[src/rtl/fetch_unit.sv]
// Instruction-fetch front end: owns the PC, reads instruction memory, and
// presents each fetched instruction to decode over a valid/ready handshake.
module fetch_unit #(
  parameter int          ADDR_WIDTH = 5,
  parameter int          DATA_WIDTH = 32,
  parameter logic [31:0] RESET_PC   = 32'h0000_0000
) (
  input  logic                  clk,
  input  logic                  reset,
  output logic [ADDR_WIDTH-1:0] readAddress,
  input  logic [DATA_WIDTH-1:0] instruction,
  input  logic                  redirectValid,
  input  logic [31:0]           redirectTarget,
  input  logic                  outReady,
  output logic                  outValid,
  output logic [DATA_WIDTH-1:0] outInstruction,
  output logic [31:0]           outPc,
  output logic                  halted,
  output logic [1:0]            errorCode,
  output logic [31:0]           fetchCount
);

  localparam logic [DATA_WIDTH-1:0] EBREAK = DATA_WIDTH'(32'h0010_0073);

  typedef enum logic {RUN, HALT} state_e;

  typedef enum logic [1:0] {
    ERR_NONE      = 2'd0,
    ERR_MISALIGN  = 2'd1,
    ERR_OUT_RANGE = 2'd2
  } err_e;

  state_e                state_q, state_d;
  logic [31:0]           pc_q, pc_d;
  logic                  out_valid_q, out_valid_d;
  logic [DATA_WIDTH-1:0] out_instr_q, out_instr_d;
  logic [31:0]           out_pc_q, out_pc_d;
  err_e                  error_q, error_d;
  logic [31:0]           fetch_count_q, fetch_count_d;

  logic slot_free;
  logic pc_out_of_range;

  assign slot_free       = !out_valid_q || outReady;
  // Any address bit above the memory's word index means the PC left the array.
  assign pc_out_of_range = |pc_q[31:ADDR_WIDTH+2];

  always_comb begin
    // NOTE: every _d gets its hold value first so no path can infer a latch.
    state_d       = state_q;
    pc_d          = pc_q;
    out_valid_d   = out_valid_q;
    out_instr_d   = out_instr_q;
    out_pc_d      = out_pc_q;
    error_d       = error_q;
    fetch_count_d = fetch_count_q;

    if (out_valid_q && outReady && !redirectValid)
      fetch_count_d = fetch_count_q + 32'd1;

    unique case (state_q)
      RUN: begin
        if (redirectValid) begin
          out_valid_d = 1'b0;
          pc_d        = redirectTarget;
          if (redirectTarget[1:0] != 2'b00) begin
            state_d = HALT;
            error_d = ERR_MISALIGN;
          end
        end else if (slot_free) begin
          if (pc_out_of_range) begin
            state_d     = HALT;
            error_d     = ERR_OUT_RANGE;
            out_valid_d = 1'b0;
          end else begin
            out_instr_d = instruction;
            out_pc_d    = pc_q;
            out_valid_d = 1'b1;
            pc_d        = pc_q + 32'd4;
            // The EBREAK itself is still handed to decode.
            if (instruction == EBREAK)
              state_d = HALT;
          end
        end
      end
      HALT: begin
        if (out_valid_q && outReady)
          out_valid_d = 1'b0;
      end
      default: state_d = HALT;
    endcase
  end

  always_ff @(posedge clk) begin
    if (reset) begin
      state_q       <= RUN;
      pc_q          <= RESET_PC;
      out_valid_q   <= 1'b0;
      out_instr_q   <= '0;
      out_pc_q      <= '0;
      error_q       <= ERR_NONE;
      fetch_count_q <= '0;
    end else begin
      // NOTE: non-blocking so every flop samples the pre-edge values together.
      state_q       <= state_d;
      pc_q          <= pc_d;
      out_valid_q   <= out_valid_d;
      out_instr_q   <= out_instr_d;
      out_pc_q      <= out_pc_d;
      error_q       <= error_d;
      fetch_count_q <= fetch_count_d;
    end
  end

  assign readAddress    = pc_q[ADDR_WIDTH+1:2];
  assign outValid       = out_valid_q;
  assign outInstruction = out_instr_q;
  assign outPc          = out_pc_q;
  assign halted         = (state_q == HALT);
  assign errorCode      = error_q;
  assign fetchCount     = fetch_count_q;

endmodule

[config.mk]
export PLATFORM = sky130hd
export DESIGN_NAME = fetch_unit
export DESIGN_NICKNAME = d
export VERILOG_FILES = /design/src/rtl/fetch_unit.sv
export SDC_FILE = /design/constraint.sdc
export NUM_CORES = 1
export LEC_CHECK = 0
export BUFFER_PORTS_ARGS = -buffer_cell sky130_fd_sc_hd__clkbuf_2
export CAP_MARGIN = 20
export CORE_MARGIN = 4
export CORE_UTILIZATION = 46
export DETAILED_ROUTE_END_ITERATION = 16
export GPL_TIMING_DRIVEN = 0
export MAX_ROUTING_LAYER = met4
export PLACE_DENSITY = 0.78
export RECOVER_POWER = 25
export SLEW_MARGIN = 20
export SYNTH_ARGS = -nofsm -noshare
export SYNTH_HDL_FRONTEND = slang
export SYNTH_SLANG_ARGS = --single-unit
[constraint.sdc]
create_clock -name clk -period 2.1 [get_ports clk]
set_clock_uncertainty 0.05 [all_clocks]
set_input_delay 0.42 -clock clk [delete_from_list [all_inputs] [get_ports clk]]
set_output_delay 0.42 -clock clk [all_outputs]
set_load 0.01 [all_outputs]
==> results of run 1 <==
-- worst min-delay path by stage --
stage / startpoint / endpoint / slack [ps] / cells past startpoint
final: redirectTarget[15] / pc_q[15] / 170 / 3
after global routing: redirectTarget[31] / pc_q[31] / 160 / 3
after CTS: redirectTarget[24] / pc_q[24] / 150 / 3
after detailed placement: outPc[22] / outPc[22] / 400 / 1
after global placement: outPc[7] / outPc[7] / 390 / 1
after floorplan: pc_q[0] / pc_q[0] / 390 / 2
-- state kept, by name, summed over array words and instances, names as in the netlist --
signal,flops
halted,1
outValid,1
outInstruction,32
fetchCount,32
errorCode,2
pc_q,32
outPc,32
-- repair_timing --
item | in CTS | in global routing
pin swaps | 4 | 5
cloned | 0 | 4
resized for setup | 12 | 55
buffers inserted | 5 | 2
setup endpoints to repair | 94 | 86
-- metal layers --
layer,up-vias,wire length [µm],track usage [%]
li1,2459,-,-
met3,35,1130,7.00
met5,-,0,-
met4,0,378,9.44
met1,2416,6470,28.1
met2,195,7310,35.9
-- tightest hold or removal path: cells and delay by family --
kind | cells | cell delay (ps)
compound gates | 1 | 50
buf+inv | 1 | 80
simple gates | 1 | 50
-- through the flow --
stage / TNS [ps] / total power (µW)
2_1_floorplan: 0 / 2960
3_5_place_dp: -17170 / 3170
6_report: 0 / 6040
4_1_cts: 0 / 6020
5_1_grt: -1920 / 6280
3_3_place_gp: -20310 / 3150
-- kinds of logic (layout without fill, tap and decap cells) --
| group | after synthesis | in the layout | share of synthesized area [%] |
|---|---|---|---|
| AOI/OAI and AO/OA | 67 | 67 | 8.48 |
| xor gates and xnor gates | 31 | 31 | 5.07 |
| adders and majority gates | 2 | 2 | 0.467 |
| buffers and inverters | 39 | 253 | 3.41 |
| DFF | 132 | 132 | 49.3 |
| muxes | 42 | 42 | 7.84 |
| and+or+nand+nor | 273 | 273 | 25.4 |
-- synth_stat cells (all sizes together) (3+ instances only) --
| cell | instances | area share, % |
|---|---|---|
| dfxtp | 132 | 49 |
| nor2 | 100 | 7.0 |
| nand2 | 44 | 3.1 |
| mux2i | 42 | 7.8 |
| and2 | 28 | 3.3 |
| nand4 | 27 | 3.2 |
| xor2 | 27 | 4.4 |
| a21oi | 22 | 2.1 |
| nand3 | 20 | 1.9 |
| clkbuf | 17 | 1.2 |
| buf | 16 | 1.8 |
| nor4 | 13 | 1.8 |
| o21ai | 11 | 1.0 |
| nor3 | 9 | 0.84 |
| a22o | 7 | 1.1 |
| inv | 6 | 0.42 |
| and3 | 5 | 0.58 |
| nor4b | 5 | 0.82 |
| a211oi | 4 | 0.56 |
| and4 | 4 | 0.65 |
| or2 | 4 | 0.47 |
| xnor2 | 4 | 0.65 |
| a22oi | 3 | 0.42 |
| a311oi | 3 | 0.49 |
| a31oi | 3 | 0.35 |
| a32o | 3 | 0.56 |
| nand2b | 3 | 0.35 |
| nor2b | 3 | 0.35 |
| o31ai | 3 | 0.42 |
-- power by group --
group	internal [µW]	switching [µW]	leakage, µW
Combinational	266	311	0.00158
Sequential	2570	73.4	0.00107
Clock	1720	1100	0.000267
-- layout by cell type, fill, tap and decap left out, types with 22 or more instances in the layout --
cell type  instances
dfxtp_1          126
and2_1            28
nand2_1           44
mux2i_1           38
clkbuf_1          62
xor2_1            27
a21oi_1           22
nor2_1            99
nand4_1           27
clkbuf_2         125
-- cell type report --
cell class                 instances  area (µm²)
timing repair buffer             182         922
multi-input combinational        415        2660
inverter                           6        22.5
sequential                       132        2660
clock buffer                      21         470
fill                            1008        4170
buffer                            33         231
tap                              143         179
clock inverter                    11         104
==> results.cfg, run 1 <==
[status]
status = finished clean

[grt]
grt_max_degree = 17
gr-usage-all-layers_pct = 23.1
antenna_found_initial = 0
grt_remaining_overflow = 0
grt_pass1_vias = 4866
grt_pass1_wl_mm = 23.4

[cts]
cts_tree = yes
cts-root-buf = clkbuf_16
clk_pin_slew_ps = 60
cts_inserted_buffers = 17
clock-sinks = 132
clock_latency_ps = 420
cts.path.max_buffers = 2
postCtsHoldBufs = 0
ctsHtreeMaxLevel = 4

[floorplan]
initial_core_util_pct = 46.9
row_count = 39
io_pins = 173
die_h_um = 116
core_um2 = 11400
die_w_um = 116
die_area_um2 = 13400

[sta]
whs_ps = 166
post-route-min-period_ps = 2080
timing_hold_violations_final = 0
setup-violations-final = 0
fin_crit_sh_pct = 99.3
drv_slew = 0
fmax_ghz = 0.480
grt_setup_unrepaired = yes
worst_slew_pin_slew_ps = 676
max_slew_margin_pct = 54.8
worst_slack_ps = 15.0

[yosys]
ys_seq_area_share_pct = 49.3
syn_nets = 656
postSynthCellCount = 586
synth_area_um2 = 5360
synth-edff-count = 0
ys_ff_latch = 132
yosysWarnings = 0
synth_top_flop_cell = dfxtp_1
yosysUniqueCellTypes = 48
postSynthAreaPerCell_um2 = 9.14
synthArstFlopShare_pct = 0

[worst_setup_path]
critPathArrivalTime_ps = 2320
reg2regPathDepth = 8
cp_max_fo = 10
crit_end = outInstruction[23]
rr_startpoint = pc_q[28]
cpLargestDelayFamily = simple AND/OR/NAND/NOR gates
required_ps = 2340
crit_path_max_incr_delay_ps = 370
end_kind = flip-flop
path_buf_inv = 3
crit_path_start_kind = flip-flop
crit_path_top_delay_cell = nor4_1
r2r_end = outInstruction[23]
worstSetupStartpoint = pc_q[28]
rrSetupSlack_ps = 20
path_cells = nor4_1 -> nand3_2 -> buf_4 -> nor4_4 -> buf_6 -> buf_12 -> mux2i_2 -> nor2_1
cp.depth = 8
crit_type = flip-flop to flip-flop

[cells_and_area]
fin_area_um2 = 7250
instances_no_fill = 943
num_antenna_cells = 0
fin_util_pct = 63.5
fin_nets = 857
drive_gt1_share_pct = 26.3
area_growth_pct = 35.3

[routing]
first_pass_iters = 5
num_vias = 5105
finalWirelength_mm = 15.3
drtAntennaViolNets = 0
initialDrtViolationCount = 465
vias_per_cell = 5.41
drcViolationCount = 0
wire_per_inst_um = 16.2

[placed_design]
dp_cells = 900
portBuffers = 171
dp_hpwl_mm = 11.2
pre_cts_slack_ps = -244
routabilityCongestion = 0.909
place_area_um2 = 6390

[power_and_ir_drop]
p_leak_uw = 0.00291
power_density_nw_per_um2 = 834
ir_drop_v = 0.000643

[job]
drv_cap = 0

[worst_hold_path]
min_path_type = input port to flip-flop
Power figures use the tool's default switching activity.
==> inputs of run 2 (changes only) <==
--- a/config.mk
+++ b/config.mk
@@ -8,11 +8,11 @@
 export BUFFER_PORTS_ARGS = -buffer_cell sky130_fd_sc_hd__clkbuf_2
 export CAP_MARGIN = 20
 export CORE_MARGIN = 4
-export CORE_UTILIZATION = 46
+export CORE_UTILIZATION = 40
 export DETAILED_ROUTE_END_ITERATION = 16
 export GPL_TIMING_DRIVEN = 0
 export MAX_ROUTING_LAYER = met4
-export PLACE_DENSITY = 0.78
+export PLACE_DENSITY = 0.7
 export RECOVER_POWER = 25
 export SLEW_MARGIN = 20
 export SYNTH_ARGS = -nofsm -noshare
==> results.cfg, run 2 (synthesis results as in run 1) <==
[cts]
ctsHtreeMaxLevel = 4
cts_tree = yes
clock-sinks = 132
clock_latency_ps = 410
cts_inserted_buffers = 17
clk_pin_slew_ps = 60
cts-root-buf = clkbuf_16
cts.path.max_buffers = 2

[grt]
grt_pass1_wl_mm = 23.0
grt_pass1_vias = 4542
grt_max_degree = 17
antenna_found_initial = 0
gr-usage-all-layers_pct = 20.0
grt_remaining_overflow = 0

[sta]
grt_setup_unrepaired = yes
worst_slew_pin_slew_ps = 658
timing_hold_violations_final = 0
post-route-min-period_ps = 2040
fin_crit_sh_pct = 97.2
fmax_ghz = 0.490
setup-violations-final = 0
max_slew_margin_pct = 56.0
drv_slew = 0

[cells_and_area]
final_common_cell = dfxtp_1
fillers = 1289
area_growth_pct = 34.1
instances_no_fill = 971
fin_nets = 854
num_antenna_cells = 0
regArea_um2 = 2660
drive_gt1_share_pct = 25.0
multi_input_area_um2 = 2630
final_cell_mix = dfxtp_1, clkbuf_2, nor2_1, clkbuf_1, nand2_1

[worst_hold_path]
min_path_type = input port to flip-flop
whs_endpoint = pc_q[11]
whs_path_depth = 3
hold_start = redirectTarget[11]

[placed_design]
routabilityCongestion = 0.900
dp_hpwl_mm = 10.8
portBuffers = 171
dp_cells = 933

[power_and_ir_drop]
p_leak_uw = 0.00288
power.total_uw = 6150
pwr-share-comb_pct = 8.9
ir_drop_v = 0.000535
p_sw_uw = 1430
seqPwrFrac_pct = 43.0
switching_share_pct = 23.2
clkPwrFrac_pct = 48.1
internal_power_uw = 4730
power_density_nw_per_um2 = 856

[worst_setup_path]
crit_path_start_kind = flip-flop
r2r_end = pc_q[4]
cp_common_cell = buf_4
reg2regPathDepth = 7
cp_max_fo = 5
crit_type = flip-flop to flip-flop
critPathArrivalTime_ps = 2290
crit_path_max_incr_delay_ps = 430
crit_path_top_delay_cell = o41ai_4
end_kind = flip-flop
path_cells = nor4_2 -> nand4_1 -> buf_4 -> o41ai_4 -> buf_4 -> o21ai_0 -> a32o_1
rr_startpoint = pc_q[14]
required_ps = 2350
cpLargestDelayFamily = compound AO/OA/AOI/OAI gates
path_buf_inv = 2
rrSetupSlack_ps = 60

[routing]
drcViolationCount = 0
first_pass_iters = 5
wire_per_inst_um = 15.4
initialDrtViolationCount = 320
vias_per_cell = 5.05
num_vias = 4902
finalWirelength_mm = 15.0
drtAntennaViolNets = 0

[floorplan]
die_w_um = 124
core_um2 = 13200
die_h_um = 124
row_count = 42
io_pins = 173
die_area_um2 = 15300
initial_core_util_pct = 40.6

[status]
status = finished clean

[job]
drv_cap = 0
## run 2: through the flow
step | util, % | worst slack (ps) | cell area (µm²) | hold slack [ps] | setup TNS (ps)
after floorplan | - | 138 | 5360 | 386 | 0
after global placement | 48.8 | -364 | 6430 | 391 | -25870
after detailed placement | 48.8 | -338 | 6430 | 394 | -24440
after CTS | 54.0 | 3.82 | 7120 | 163 | 0
after global routing | 54.5 | -35.6 | 7190 | 175 | -478
final | 54.5 | 58.1 | 7190 | 178 | 0
## run 2: cell type report
| cell class | count | share of cell area [%] |
|---|---|---|
| multi-input cells | 415 | 36.6 |
| well taps | 176 | 3.06 |
| clock inverters | 10 | 1.85 |
| inverters | 6 | 0.313 |
| repair buffers | 179 | 11.9 |
| plain buffers | 33 | 2.93 |
| flip-flops and latches | 132 | 37.0 |
| clock buffers | 20 | 6.36 |
## run 2: what timing repair did
item                                    in CTS  in global routing
gates cloned                                 0                  0
endpoints found under the setup margin      94                104
buffers inserted                             5                  3
resized for setup                           13                 37
hold buffers                                 0                  0
pin swaps                                    5                  5
## run 2: power by group through the flow
stage | Sequential [µW] | Combinational, µW | Clock (µW)
after floorplan | 2680 | 277 | 0
after global placement | 2680 | 476 | 0
after detailed placement | 2690 | 479 | 0
after CTS | 2640 | 511 | 3010
after global routing | 2660 | 597 | 3150
final | 2650 | 547 | 2960
## run 2: how the worst max path moves through the flow
stage             start  cells after the start  slack, ps   endpoint
2_1_floorplan   pc_q[2]                      6        140   pc_q[28]
3_3_place_gp   pc_q[12]                      6       -360  outPc[23]
3_5_place_dp   pc_q[12]                      6       -340  outPc[26]
4_1_cts         pc_q[2]                      6          4   pc_q[28]
5_1_grt        pc_q[30]                      7        -40    pc_q[4]
6_report       pc_q[14]                      7         60    pc_q[4]
## run 2: worst register-to-register path, cell delays in order (launching register included)
cell	delay (ps)
dfxtp_2	340
nor4_2	280
nand4_1	120
buf_4	170
o41ai_4	430
buf_4	190
o21ai_0	70
a32o_1	280
## run 2: routing by layer
layer / track usage (%) / share of wire [%] / vias up
met5: - / 0 / -
met4: 6.16 / 1.6 / 0
met3: 6.77 / 8.2 / 22
met2: 30.4 / 46 / 193
met1: 25.2 / 44 / 2238
li1: - / - / 2449
